**src/rtl/alu_arbiter_if.sv**
```systemverilog
// Request, response and ALU-side signals of the shared ALU arbiter.
// master = requesters, response sink and ALU; slave = the arbiter.
interface alu_arbiter_if;
   logic        req0_valid;
   logic        req0_ready;
   logic [5:0]  req0_opcode;
   logic [15:0] req0_term1;
   logic [15:0] req0_term2;
   logic        req1_valid;
   logic        req1_ready;
   logic [5:0]  req1_opcode;
   logic [15:0] req1_term1;
   logic [15:0] req1_term2;
   logic        rsp_valid;
   logic        rsp_ready;
   logic        rsp_id;
   logic [15:0] rsp_result;
   logic [3:0]  rsp_flags;
   logic        rsp_err;
   logic        alu_enable;
   logic [5:0]  alu_opcode;
   logic [15:0] alu_term1;
   logic [15:0] alu_term2;
   logic [15:0] alu_result;
   logic        alu_fl_zero;
   logic        alu_fl_negative;
   logic        alu_fl_carry;
   logic        alu_fl_overflow;
   logic        alu_done;

   modport master (
      output req0_valid, req0_opcode,
      output req0_term1, req0_term2,
      input  req0_ready,
      output req1_valid, req1_opcode,
      output req1_term1, req1_term2,
      input  req1_ready,
      input  rsp_valid, rsp_id, rsp_result,
      input  rsp_flags, rsp_err,
      output rsp_ready,
      input  alu_enable, alu_opcode,
      input  alu_term1, alu_term2,
      output alu_result, alu_done,
      output alu_fl_zero, alu_fl_negative,
      output alu_fl_carry, alu_fl_overflow
   );

   modport slave (
      input  req0_valid, req0_opcode,
      input  req0_term1, req0_term2,
      output req0_ready,
      input  req1_valid, req1_opcode,
      input  req1_term1, req1_term2,
      output req1_ready,
      output rsp_valid, rsp_id, rsp_result,
      output rsp_flags, rsp_err,
      input  rsp_ready,
      output alu_enable, alu_opcode,
      output alu_term1, alu_term2,
      input  alu_result, alu_done,
      input  alu_fl_zero, alu_fl_negative,
      input  alu_fl_carry, alu_fl_overflow
   );
endinterface

```
**src/rtl/alu_arbiter.sv**
```systemverilog
// Round-robin arbiter sharing one ALU between two requesters,
// with done timeout, illegal-opcode rejection and a response channel.
module alu_arbiter #(
   parameter int unsigned TIMEOUT = 16,
   parameter logic [5:0]  MAX_OP  = 6'd17
) (
   input logic          clk,
   input logic          rst_b,
   alu_arbiter_if.slave bus
);
   typedef enum logic [1:0] {
      IDLE,
      BUSY,
      RESP
   } state_t;

   localparam logic [7:0] LAST = 8'(TIMEOUT - 1);

   state_t      state;
   logic        prio;
   logic [7:0]  cnt;
   logic        idle;
   logic        grant;
   logic        take;
   logic [5:0]  sel_op;
   logic [15:0] sel_t1;
   logic [15:0] sel_t2;

   // ready is forced low while reset is held
   assign idle = (state == IDLE) && rst_b;

   // grant the sole requester, or the prio one on a tie
   always_comb begin
      grant = bus.req1_valid;
      if (bus.req0_valid && bus.req1_valid)
         grant = prio;
   end

   assign bus.req0_ready = idle && bus.req0_valid && !grant;
   assign bus.req1_ready = idle && bus.req1_valid && grant;
   assign take = bus.req0_ready || bus.req1_ready;

   assign sel_op = grant ? bus.req1_opcode : bus.req0_opcode;
   assign sel_t1 = grant ? bus.req1_term1 : bus.req0_term1;
   assign sel_t2 = grant ? bus.req1_term2 : bus.req0_term2;

   // arbitration FSM with registered ALU and response outputs
   always_ff @(posedge clk or negedge rst_b) begin
      if (!rst_b) begin
         state          <= IDLE;
         prio           <= 1'b0;
         cnt            <= 8'd0;
         bus.rsp_valid  <= 1'b0;
         bus.rsp_id     <= 1'b0;
         bus.rsp_result <= 16'd0;
         bus.rsp_flags  <= 4'd0;
         bus.rsp_err    <= 1'b0;
         bus.alu_enable <= 1'b0;
         bus.alu_opcode <= 6'd0;
         bus.alu_term1  <= 16'd0;
         bus.alu_term2  <= 16'd0;
      end else begin
         unique case (state)
            IDLE: begin
               if (take) begin
                  bus.rsp_id <= grant;
                  prio       <= ~grant;
                  if (sel_op > MAX_OP) begin
                     state          <= RESP;
                     bus.rsp_valid  <= 1'b1;
                     bus.rsp_err    <= 1'b1;
                     bus.rsp_result <= 16'd0;
                     bus.rsp_flags  <= 4'd0;
                  end else begin
                     state          <= BUSY;
                     cnt            <= 8'd0;
                     bus.alu_enable <= 1'b1;
                     bus.alu_opcode <= sel_op;
                     bus.alu_term1  <= sel_t1;
                     bus.alu_term2  <= sel_t2;
                  end
               end
            end
            BUSY: begin
               if (bus.alu_done) begin
                  state          <= RESP;
                  bus.alu_enable <= 1'b0;
                  bus.rsp_valid  <= 1'b1;
                  bus.rsp_err    <= 1'b0;
                  bus.rsp_result <= bus.alu_result;
                  bus.rsp_flags  <= {bus.alu_fl_overflow,
                                     bus.alu_fl_carry,
                                     bus.alu_fl_negative,
                                     bus.alu_fl_zero};
               end else if (cnt == LAST) begin
                  state          <= RESP;
                  bus.alu_enable <= 1'b0;
                  bus.rsp_valid  <= 1'b1;
                  bus.rsp_err    <= 1'b1;
                  bus.rsp_result <= 16'd0;
                  bus.rsp_flags  <= 4'd0;
               end else begin
                  cnt <= cnt + 8'd1;
               end
            end
            RESP: begin
               if (bus.rsp_ready) begin
                  state         <= IDLE;
                  bus.rsp_valid <= 1'b0;
               end
            end
            default: state <= IDLE;
         endcase
      end
   end
endmodule

```
**src/flat_wrapper.sv**
```systemverilog
// flat-port wrapper written by rule: the top's interface ports become plain ports
module alu_arbiter_flat 
#(
   parameter int unsigned TIMEOUT = 16,
   parameter logic [5:0]  MAX_OP  = 6'd17
)
  (clk, rst_b, bus_req0_valid, bus_req0_opcode, bus_req0_term1, bus_req0_term2, bus_req0_ready, bus_req1_valid, bus_req1_opcode, bus_req1_term1, bus_req1_term2, bus_req1_ready, bus_rsp_valid, bus_rsp_id, bus_rsp_result, bus_rsp_flags, bus_rsp_err, bus_rsp_ready, bus_alu_enable, bus_alu_opcode, bus_alu_term1, bus_alu_term2, bus_alu_result, bus_alu_done, bus_alu_fl_zero, bus_alu_fl_negative, bus_alu_fl_carry, bus_alu_fl_overflow);
  alu_arbiter_if bus_i ();
  input logic clk;
  input logic rst_b;
  input wire logic [$bits(bus_i.req0_valid)-1:0] bus_req0_valid;
  input wire logic [$bits(bus_i.req0_opcode)-1:0] bus_req0_opcode;
  input wire logic [$bits(bus_i.req0_term1)-1:0] bus_req0_term1;
  input wire logic [$bits(bus_i.req0_term2)-1:0] bus_req0_term2;
  output wire logic [$bits(bus_i.req0_ready)-1:0] bus_req0_ready;
  input wire logic [$bits(bus_i.req1_valid)-1:0] bus_req1_valid;
  input wire logic [$bits(bus_i.req1_opcode)-1:0] bus_req1_opcode;
  input wire logic [$bits(bus_i.req1_term1)-1:0] bus_req1_term1;
  input wire logic [$bits(bus_i.req1_term2)-1:0] bus_req1_term2;
  output wire logic [$bits(bus_i.req1_ready)-1:0] bus_req1_ready;
  output wire logic [$bits(bus_i.rsp_valid)-1:0] bus_rsp_valid;
  output wire logic [$bits(bus_i.rsp_id)-1:0] bus_rsp_id;
  output wire logic [$bits(bus_i.rsp_result)-1:0] bus_rsp_result;
  output wire logic [$bits(bus_i.rsp_flags)-1:0] bus_rsp_flags;
  output wire logic [$bits(bus_i.rsp_err)-1:0] bus_rsp_err;
  input wire logic [$bits(bus_i.rsp_ready)-1:0] bus_rsp_ready;
  output wire logic [$bits(bus_i.alu_enable)-1:0] bus_alu_enable;
  output wire logic [$bits(bus_i.alu_opcode)-1:0] bus_alu_opcode;
  output wire logic [$bits(bus_i.alu_term1)-1:0] bus_alu_term1;
  output wire logic [$bits(bus_i.alu_term2)-1:0] bus_alu_term2;
  input wire logic [$bits(bus_i.alu_result)-1:0] bus_alu_result;
  input wire logic [$bits(bus_i.alu_done)-1:0] bus_alu_done;
  input wire logic [$bits(bus_i.alu_fl_zero)-1:0] bus_alu_fl_zero;
  input wire logic [$bits(bus_i.alu_fl_negative)-1:0] bus_alu_fl_negative;
  input wire logic [$bits(bus_i.alu_fl_carry)-1:0] bus_alu_fl_carry;
  input wire logic [$bits(bus_i.alu_fl_overflow)-1:0] bus_alu_fl_overflow;
  assign bus_i.req0_valid = bus_req0_valid;
  assign bus_i.req0_opcode = bus_req0_opcode;
  assign bus_i.req0_term1 = bus_req0_term1;
  assign bus_i.req0_term2 = bus_req0_term2;
  assign bus_req0_ready = bus_i.req0_ready;
  assign bus_i.req1_valid = bus_req1_valid;
  assign bus_i.req1_opcode = bus_req1_opcode;
  assign bus_i.req1_term1 = bus_req1_term1;
  assign bus_i.req1_term2 = bus_req1_term2;
  assign bus_req1_ready = bus_i.req1_ready;
  assign bus_rsp_valid = bus_i.rsp_valid;
  assign bus_rsp_id = bus_i.rsp_id;
  assign bus_rsp_result = bus_i.rsp_result;
  assign bus_rsp_flags = bus_i.rsp_flags;
  assign bus_rsp_err = bus_i.rsp_err;
  assign bus_i.rsp_ready = bus_rsp_ready;
  assign bus_alu_enable = bus_i.alu_enable;
  assign bus_alu_opcode = bus_i.alu_opcode;
  assign bus_alu_term1 = bus_i.alu_term1;
  assign bus_alu_term2 = bus_i.alu_term2;
  assign bus_i.alu_result = bus_alu_result;
  assign bus_i.alu_done = bus_alu_done;
  assign bus_i.alu_fl_zero = bus_alu_fl_zero;
  assign bus_i.alu_fl_negative = bus_alu_fl_negative;
  assign bus_i.alu_fl_carry = bus_alu_fl_carry;
  assign bus_i.alu_fl_overflow = bus_alu_fl_overflow;
  alu_arbiter #(.TIMEOUT(TIMEOUT), .MAX_OP(MAX_OP)) u_core (.clk(clk), .rst_b(rst_b), .bus(bus_i));
endmodule
```
**config.mk**
```make
export PLATFORM = sky130hd
export DESIGN_NAME = alu_arbiter_flat
export DESIGN_NICKNAME = d
export VERILOG_FILES = /design/src/rtl/alu_arbiter_if.sv /design/src/rtl/alu_arbiter.sv /design/src/flat_wrapper.sv
export SDC_FILE = /design/constraint.sdc
export NUM_CORES = 1
export LEC_CHECK = 0
export BUFFER_PORTS_ARGS = -buffer_cell sky130_fd_sc_hd__buf_2
export CORE_MARGIN = 3
export CORE_UTILIZATION = 49
export DETAILED_ROUTE_END_ITERATION = 8
export PLACE_DENSITY = 0.95
export SYNTH_ARGS = -nofsm -noshare
export SYNTH_HDL_FRONTEND = slang
export SYNTH_SLANG_ARGS = --single-unit
```
**constraint.sdc**
```tcl
create_clock -name clk -period 4.4 [get_ports clk]
set_clock_uncertainty 0.2 [all_clocks]
set_input_delay 0.66 -clock clk [delete_from_list [all_inputs] [get_ports clk]]
set_output_delay 0.66 -clock clk [all_outputs]
set_load 0.02 [all_outputs]
```
==> flow_summary_export.csv, run 1 <==
group,metric,value,unit
clocking,cts_buffers,9,
placement,dp_slack,1.21,ns
yosys,yosysTopAreaCell,"dfrtp_1",
clocking,cts.clk_slew.worst_paths,0.07,ns
yosys,syn_inst,301,
placement,port_buffers,165,
clocking,post_cts_buffers,0,
route,wl_per_cell,17.0,um
sta,worst_pin_slew,1.06,ns
route,finalWirelength,9.17,mm
global_route,globalRouteMet1Util,0.267,
sta,postLayoutSetupSlackWorst,1.47,ns
critical_path,required,4.41,ns
placement,gp_congestion,0.895,
floorplanning,initial_core_util,0.511,
pwr,irDropWorstVdd,0.371,mV
global_route,grt_pass1_wl,13.8,mm
final_layout,drive_gt1_frac,0.405,
yosys,ys_top_cells_by_area,"dfrtp_1 (55%), mux2i_1 (12%), o21ai_0 (11%)",
route,drc,0,
critical_path,critPathKind,"flop to flop",
yosys,synthArstFlopShare,1.00,
yosys,yosysUniqueCellTypes,38,
global_route,grtUsageMet2,0.401,
final_layout,fillers,492,
yosys,synthDominantCellAreaShare,0.553,
floorplanning,die_area,7760,sq um
yosys,ys_seq_area_frac,0.553,
clocking,cts_tree,"built",
floorplanning,core-area,6460,sq um
route,ant_nets,0,
sta,min_period_over_period,0.665,
critical_path,path_max_fanout,32,
route,vias,3114,
min_path,min_path_type,"flop to flop",
clocking,clockRootBuffer,"clkbuf_8",
critical_path,crit_path_end_kind,"flop",
pwr,p_leak,2.34,nW
global_route,overflow,0,
status,status,"completed",
route,drt-initial-drc-count,215,
yosys,syn_area_per_cell,11.0,sq um
sta,fin_crit,2.93,ns
clocking,ctsHoldBuffers,0,
critical_path,start_kind,"flop",
sta,final-max-slew-violation-count,0,
final_layout,fin_nets,562,
floorplanning,die_x,88.1,um
floorplanning,die_y,88.1,um
global_route,grt_max_degree,78,
floorplanning,ioPinCount,166,
sta,finalHoldViolations,0,
floorplanning,num_rows,29,
final_layout,final-seq-area,1830,sq um
clocking,ctsHtreeMaxLevel,3,
placement,place_inst,525,
global_route,antenna_found_initial,0,
sta,max_freq,342,MHz
final_layout,area_growth,32.7,%
final_layout,antenna_cells,0,
placement,dp.final_hpwl,6.75,mm
clocking,cts_buffer_depth,2,
global_route,grt_use_met3,0.0715,
sta,setup_tns,0,ns
yosys,syn-num-nets,404,
route,avgViaCountPerCell,5.76,
clocking,cts_resized,0,
yosys,synthesis.area,3300,sq um
global_route,top_usage_layer,"met2",
yosys,yosysWarnings,0,
final_layout,stdcell_count,541,
yosys,synthFlopType,"dfrtp_1",
global_route,grt_pass1_vias,2967,
run,max-cap-violations,0,
final_layout,multi_input_area,1370,sq um
critical_path,crit_arrival,2.93,ns
sta,rsz0062_at_grt,"false",
clocking,insertion_delay,0.33,ns
yosys,ys_seq_elements,73,
route,dr.pass1.iters,4,
sta,final-setup-viol-count,0,
pwr,pwr_density_cell,646,nW/um^2
yosys,synth_edf_count,0,
clocking,numClockSinks,73,
global_route,grtUsageTotal,0.230,
sta,slew_headroom,0.290,
through the flow:
stage	area, sq um	hold WS, ns	power, mW	utilization
after floorplan	3300	0.164	1.82	-
after global placement	4170	0.263	2.21	0.646
after detailed placement	4170	0.277	2.28	0.646
after CTS	4380	0.303	2.85	0.679
after global routing	4380	0.309	3.00	0.679
final	4380	0.301	2.83	0.679
cell usage in the layout (no fill, tap or decap), drive strengths merged, types with 3 or more instances in the layout:
master,count
mux2i,39
inv,7
a31oi,3
nor2,5
dfrtp,73
nand2,3
clkbuf,11
buf,169
nor4,3
a22o,20
nand3,7
and2,3
nand2b,3
o21ai,86
sequential cells by signal, indices dropped and copies added, names as in the netlist:
register / count
u_core.bus.alu_enable: 1
u_core.bus.alu_opcode: 6
u_core.bus.alu_term1: 16
u_core.bus.alu_term2: 16
u_core.bus.rsp_err: 1
u_core.bus.rsp_flags: 4
u_core.bus.rsp_id: 1
u_core.bus.rsp_result: 16
u_core.bus.rsp_valid: 1
u_core.cnt: 8
u_core.prio: 1
u_core.state: 2
layout make-up:
| cell class | instances | share of cell area |
|---|---|---|
| Clock buffer | 11 | 0.0300 |
| Inverter | 7 | 0.00599 |
| Sequential cell | 73 | 0.417 |
| Tap cell | 77 | 0.0220 |
| Timing Repair Buffer | 169 | 0.195 |
| Clock inverter | 5 | 0.0183 |
| Multi-Input combinational cell | 199 | 0.312 |
routing by layer:
layer,vias up,part of all wire
met1,1476,0.39
li1,1428,-
met5,-,0
met2,185,0.51
met4,0,0.021
met3,25,0.085
synth_stat cells, types with 2 or more instances:
| cell type | instances |
|---|---|
| a21oi_1 | 2 |
| a22o_1 | 20 |
| a31oi_1 | 3 |
| and2_1 | 3 |
| and3_1 | 2 |
| buf_2 | 6 |
| clkbuf_1 | 15 |
| dfrtp_1 | 73 |
| inv_1 | 7 |
| mux2i_1 | 39 |
| nand2_1 | 3 |
| nand2b_1 | 3 |
| nand3_1 | 7 |
| nor2_1 | 5 |
| nor2b_1 | 2 |
| nor4_1 | 3 |
| o21ai_0 | 75 |
| o21ai_1 | 11 |
| o31ai_1 | 2 |
| or3_1 | 2 |
worst max-delay path, cell delays in order (launching register included):
cell	delay, ns
dfrtp_1	0.40
nand2b_1	0.21
and2_1	0.28
a32oi_2	0.54
buf_4	0.38
or2_1	0.30
buf_4	0.33
o21ai_0	0.14
cells by family (layout without fill, tap and decap cells):
family | count (synthesis) | in the layout | synth area share
muxes | 39 | 39 | 0.118
adders and majority gates | 1 | 1 | 0.00379
buffers and inverters | 29 | 192 | 0.0375
AOI/OAI and AO/OA | 122 | 122 | 0.224
DFF | 73 | 73 | 0.553
and+or+nand+nor | 37 | 37 | 0.0633
worst paths after layout:
path / slack (ns) / cells after the start / startpoint / endpoint
min in group asynchronous: 0.38 / 2 / rst_b / u_core.bus.rsp_result[8]
worst max register to register: 1.47 / 7 / u_core.prio / u_core.bus.alu_term1[6]
worst min register to register: 0.30 / 1 / u_core.bus.alu_opcode[5] / u_core.bus.alu_opcode[5]
worst max-delay path: 1.47 / 7 / u_core.prio / u_core.bus.alu_term1[6]
worst min-delay path: 0.30 / 1 / u_core.bus.alu_opcode[5] / u_core.bus.alu_opcode[5]
max in group asynchronous: 3.04 / 2 / rst_b / u_core.cnt[1]
power by group:
group	internal [mW]	switching [mW]
registers	0.932	0.177
logic	0.419	0.743
clock network	0.319	0.241
total	1.67	1.16
Power figures use the tool's default switching activity.
==> inputs of run 2 (changes only) <==
--- a/config.mk
+++ b/config.mk
@@ -7,9 +7,9 @@
 export LEC_CHECK = 0
 export BUFFER_PORTS_ARGS = -buffer_cell sky130_fd_sc_hd__buf_2
 export CORE_MARGIN = 3
-export CORE_UTILIZATION = 49
+export CORE_UTILIZATION = 41
 export DETAILED_ROUTE_END_ITERATION = 8
-export PLACE_DENSITY = 0.95
+export PLACE_DENSITY = 0.87
 export SYNTH_ARGS = -nofsm -noshare
 export SYNTH_HDL_FRONTEND = slang
 export SYNTH_SLANG_ARGS = --single-unit
==> constraint.sdc (replaced) <==
create_clock -name clk -period 2.4 [get_ports clk]
set_clock_uncertainty 0.2 [all_clocks]
set_input_delay 0.36 -clock clk [delete_from_list [all_inputs] [get_ports clk]]
set_output_delay 0.36 -clock clk [all_outputs]
set_load 0.02 [all_outputs]
==> run 2 against run 1 <==
Register-to-register slack lost 1.3 ns. Core utilization shrank 8.3 points. Cell count grew 7.4%. Power grew 90%. Routed wire length shrank 2.4%. Sequential cell count is the same. Critical endpoint is now bus_req1_ready. Worst setup slack lost 1.3 ns. Sequential power grew 80%. Final area grew 5.5%. Clock power grew 110%. Global-route usage shrank 4.4 points.
==> flow_summary_export.csv, run 2 (synthesis gave the netlist of run 1 again) <==
group,metric,value,unit
min_path,min_path_type,"input port to flop",
clocking,numClockSinks,73,
sta,final-max-slew-violation-count,0,
critical_path,critPathKind,"flop to output pin",
critical_path,r2r_slack,0.19,ns
critical_path,crit_chain,"nand2b_1 -> and2_1 -> buf_4 -> and3_1 -> buf_2",
clocking,cts_buffer_depth,2,
critical_path,crit_path_end_kind,"output pin",
clocking,cts_buffers,9,
sta,min_period_over_period,0.948,
route,avgViaCountPerCell,5.21,
route,ant_nets,0,
critical_path,r2r-start,"u_core.prio",
placement,gp_congestion,0.788,
final_layout,area_growth,40.1,%
global_route,grt_pass1_wl,13.2,mm
floorplanning,die_x,95.8,um
global_route,grt_max_degree,43,
critical_path,required,1.84,ns
placement,dp.final_hpwl,6.79,mm
floorplanning,core-area,7770,sq um
route,drc,0,
placement,dp_slack,0.149,ns
pwr,p_leak,2.45,nW
floorplanning,num_rows,32,
critical_path,r2r-end,"u_core.bus.alu_opcode[0]",
critical_path,path_max_fanout,4,
sta,postLayoutSetupSlackWorst,0.124,ns
min_path,min_path_cells,2,
final_layout,stdcell_count,581,
critical_path,crit_start,"u_core.prio",
pwr,pwr_density_cell,1160,nW/um^2
sta,rsz0062_at_grt,"false",
critical_path,endpoint,"bus_req1_ready",
route,finalWirelength,8.95,mm
final_layout,antenna_cells,0,
sta,setup_tns,0,ns
sta,slew_headroom,0.695,
route,vias,3027,
run,max-cap-violations,0,
global_route,grtUsageTotal,0.186,
floorplanning,die_area,9170,sq um
sta,finalHoldViolations,0,
floorplanning,initial_core_util,0.425,
clocking,cts.clk_slew.worst_paths,0.08,ns
clocking,clockRootBuffer,"clkbuf_8",
global_route,antenna_found_initial,0,
pwr,irDropWorstVdd,0.425,mV
global_route,overflow,0,
route,drt-initial-drc-count,139,
placement,place_inst,561,
clocking,post_cts_buffers,0,
sta,fin_crit,2.28,ns
final_layout,drive_gt1_frac,0.426,
placement,port_buffers,165,
clocking,ctsHtreeMaxLevel,3,
critical_path,crit_arrival,1.72,ns
critical_path,max_stage_delay,0.41,ns
critical_path,reg2reg_depth,6,
pwr,power,5.39,mW
sta,max_freq,439,MHz
clocking,cts_tree,"built",
floorplanning,die_y,95.8,um
route,wl_per_cell,15.4,um
critical_path,start_kind,"flop",
final_layout,final_cell_mix,"buf_2 (164), o21ai_0 (74), dfrtp_1 (73)",
floorplanning,ioPinCount,166,
final_layout,top_regs,"u_core.bus.alu_term1 x16, u_core.bus.alu_term2 x16, u_core.bus.rsp_result x16",
final_layout,layout_commonest_cell,"buf_2",
route,dr.pass1.iters,4,
final_layout,fin_nets,577,
global_route,grt_pass1_vias,2843,
sta,worst_pin_slew,0.453,ns
clocking,insertion_delay,0.35,ns
sta,final-setup-viol-count,0,
critical_path,cp_slowest_cell,"dfrtp_1",
status,status,"completed",
final_layout,postLayoutCoreUtil,0.596,
==> run 2: changes by cell type in the layout (fill, tap and decap cells not counted), sizes merged <==
cell	delta
buf	+13
bufinv	+1
clkbuf	-2
clkinvlp	-1
dlygate4sd3	+2
inv	+2
==> run 2: worst min path at each step <==
stage	startpoint	endpoint	slack (ns)
final	bus_alu_result[9]	u_core.bus.rsp_result[9]	0.05
after global routing	bus_alu_result[6]	u_core.bus.rsp_result[6]	0.04
after CTS	bus_alu_result[9]	u_core.bus.rsp_result[9]	0.04
after detailed placement	rst_b	u_core.state[0]	0.21
after global placement	rst_b	u_core.bus.rsp_id	0.21
after floorplan	rst_b	u_core.bus.alu_enable	-0.14
==> run 2: what timing repair did <==
item / in CTS / in global routing
setup endpoints to repair: 0 / 6
endpoints found under the hold margin: 73 / 0
gates resized for setup: 0 / 2
hold buffers: 4 / 0
==> run 2: area by class of cell <==
class	count	area, sq um
multi-input cells	199	1370
clock inverters	7	126
inverters	7	26.3
well taps	102	128
clock buffers	9	124
fillers	627	3140
repair buffers	184	1030
flip-flops and latches	73	1830
==> run 2: worst max-delay path: cells and delay by family (launching register included) <==
family / cells / cell delay (ns)
buffers and inverters: 2 / 0.33
flip-flops: 1 / 0.41
AND/OR/NAND/NOR: 3 / 0.63
==> run 2: layer usage <==
metal  up-vias  track usage  wire, um
met5         -            0         0
met4         0       0.0794       207
met3        20       0.0453       776
met2       145        0.313      4290
met1      1398        0.228      3680
li1       1464            -         -
==> run 2: metrics by stage <==
stage / cell area [sq um] / hold WS [ns]
2_1_floorplan: 3300 / -0.136
3_3_place_gp: 4310 / 0.213
3_5_place_dp: 4310 / 0.210
4_1_cts: 4620 / 0.0440
5_1_grt: 4630 / 0.0378
6_report: 4630 / 0.0503
==> run 2: power by group <==
group          leakage [nW]  total (mW)  switching (mW)  internal [mW]
clock network         0.122        1.17           0.467          0.702
registers             0.946        2.00           0.295           1.71
logic                  1.39        2.21            1.38          0.838
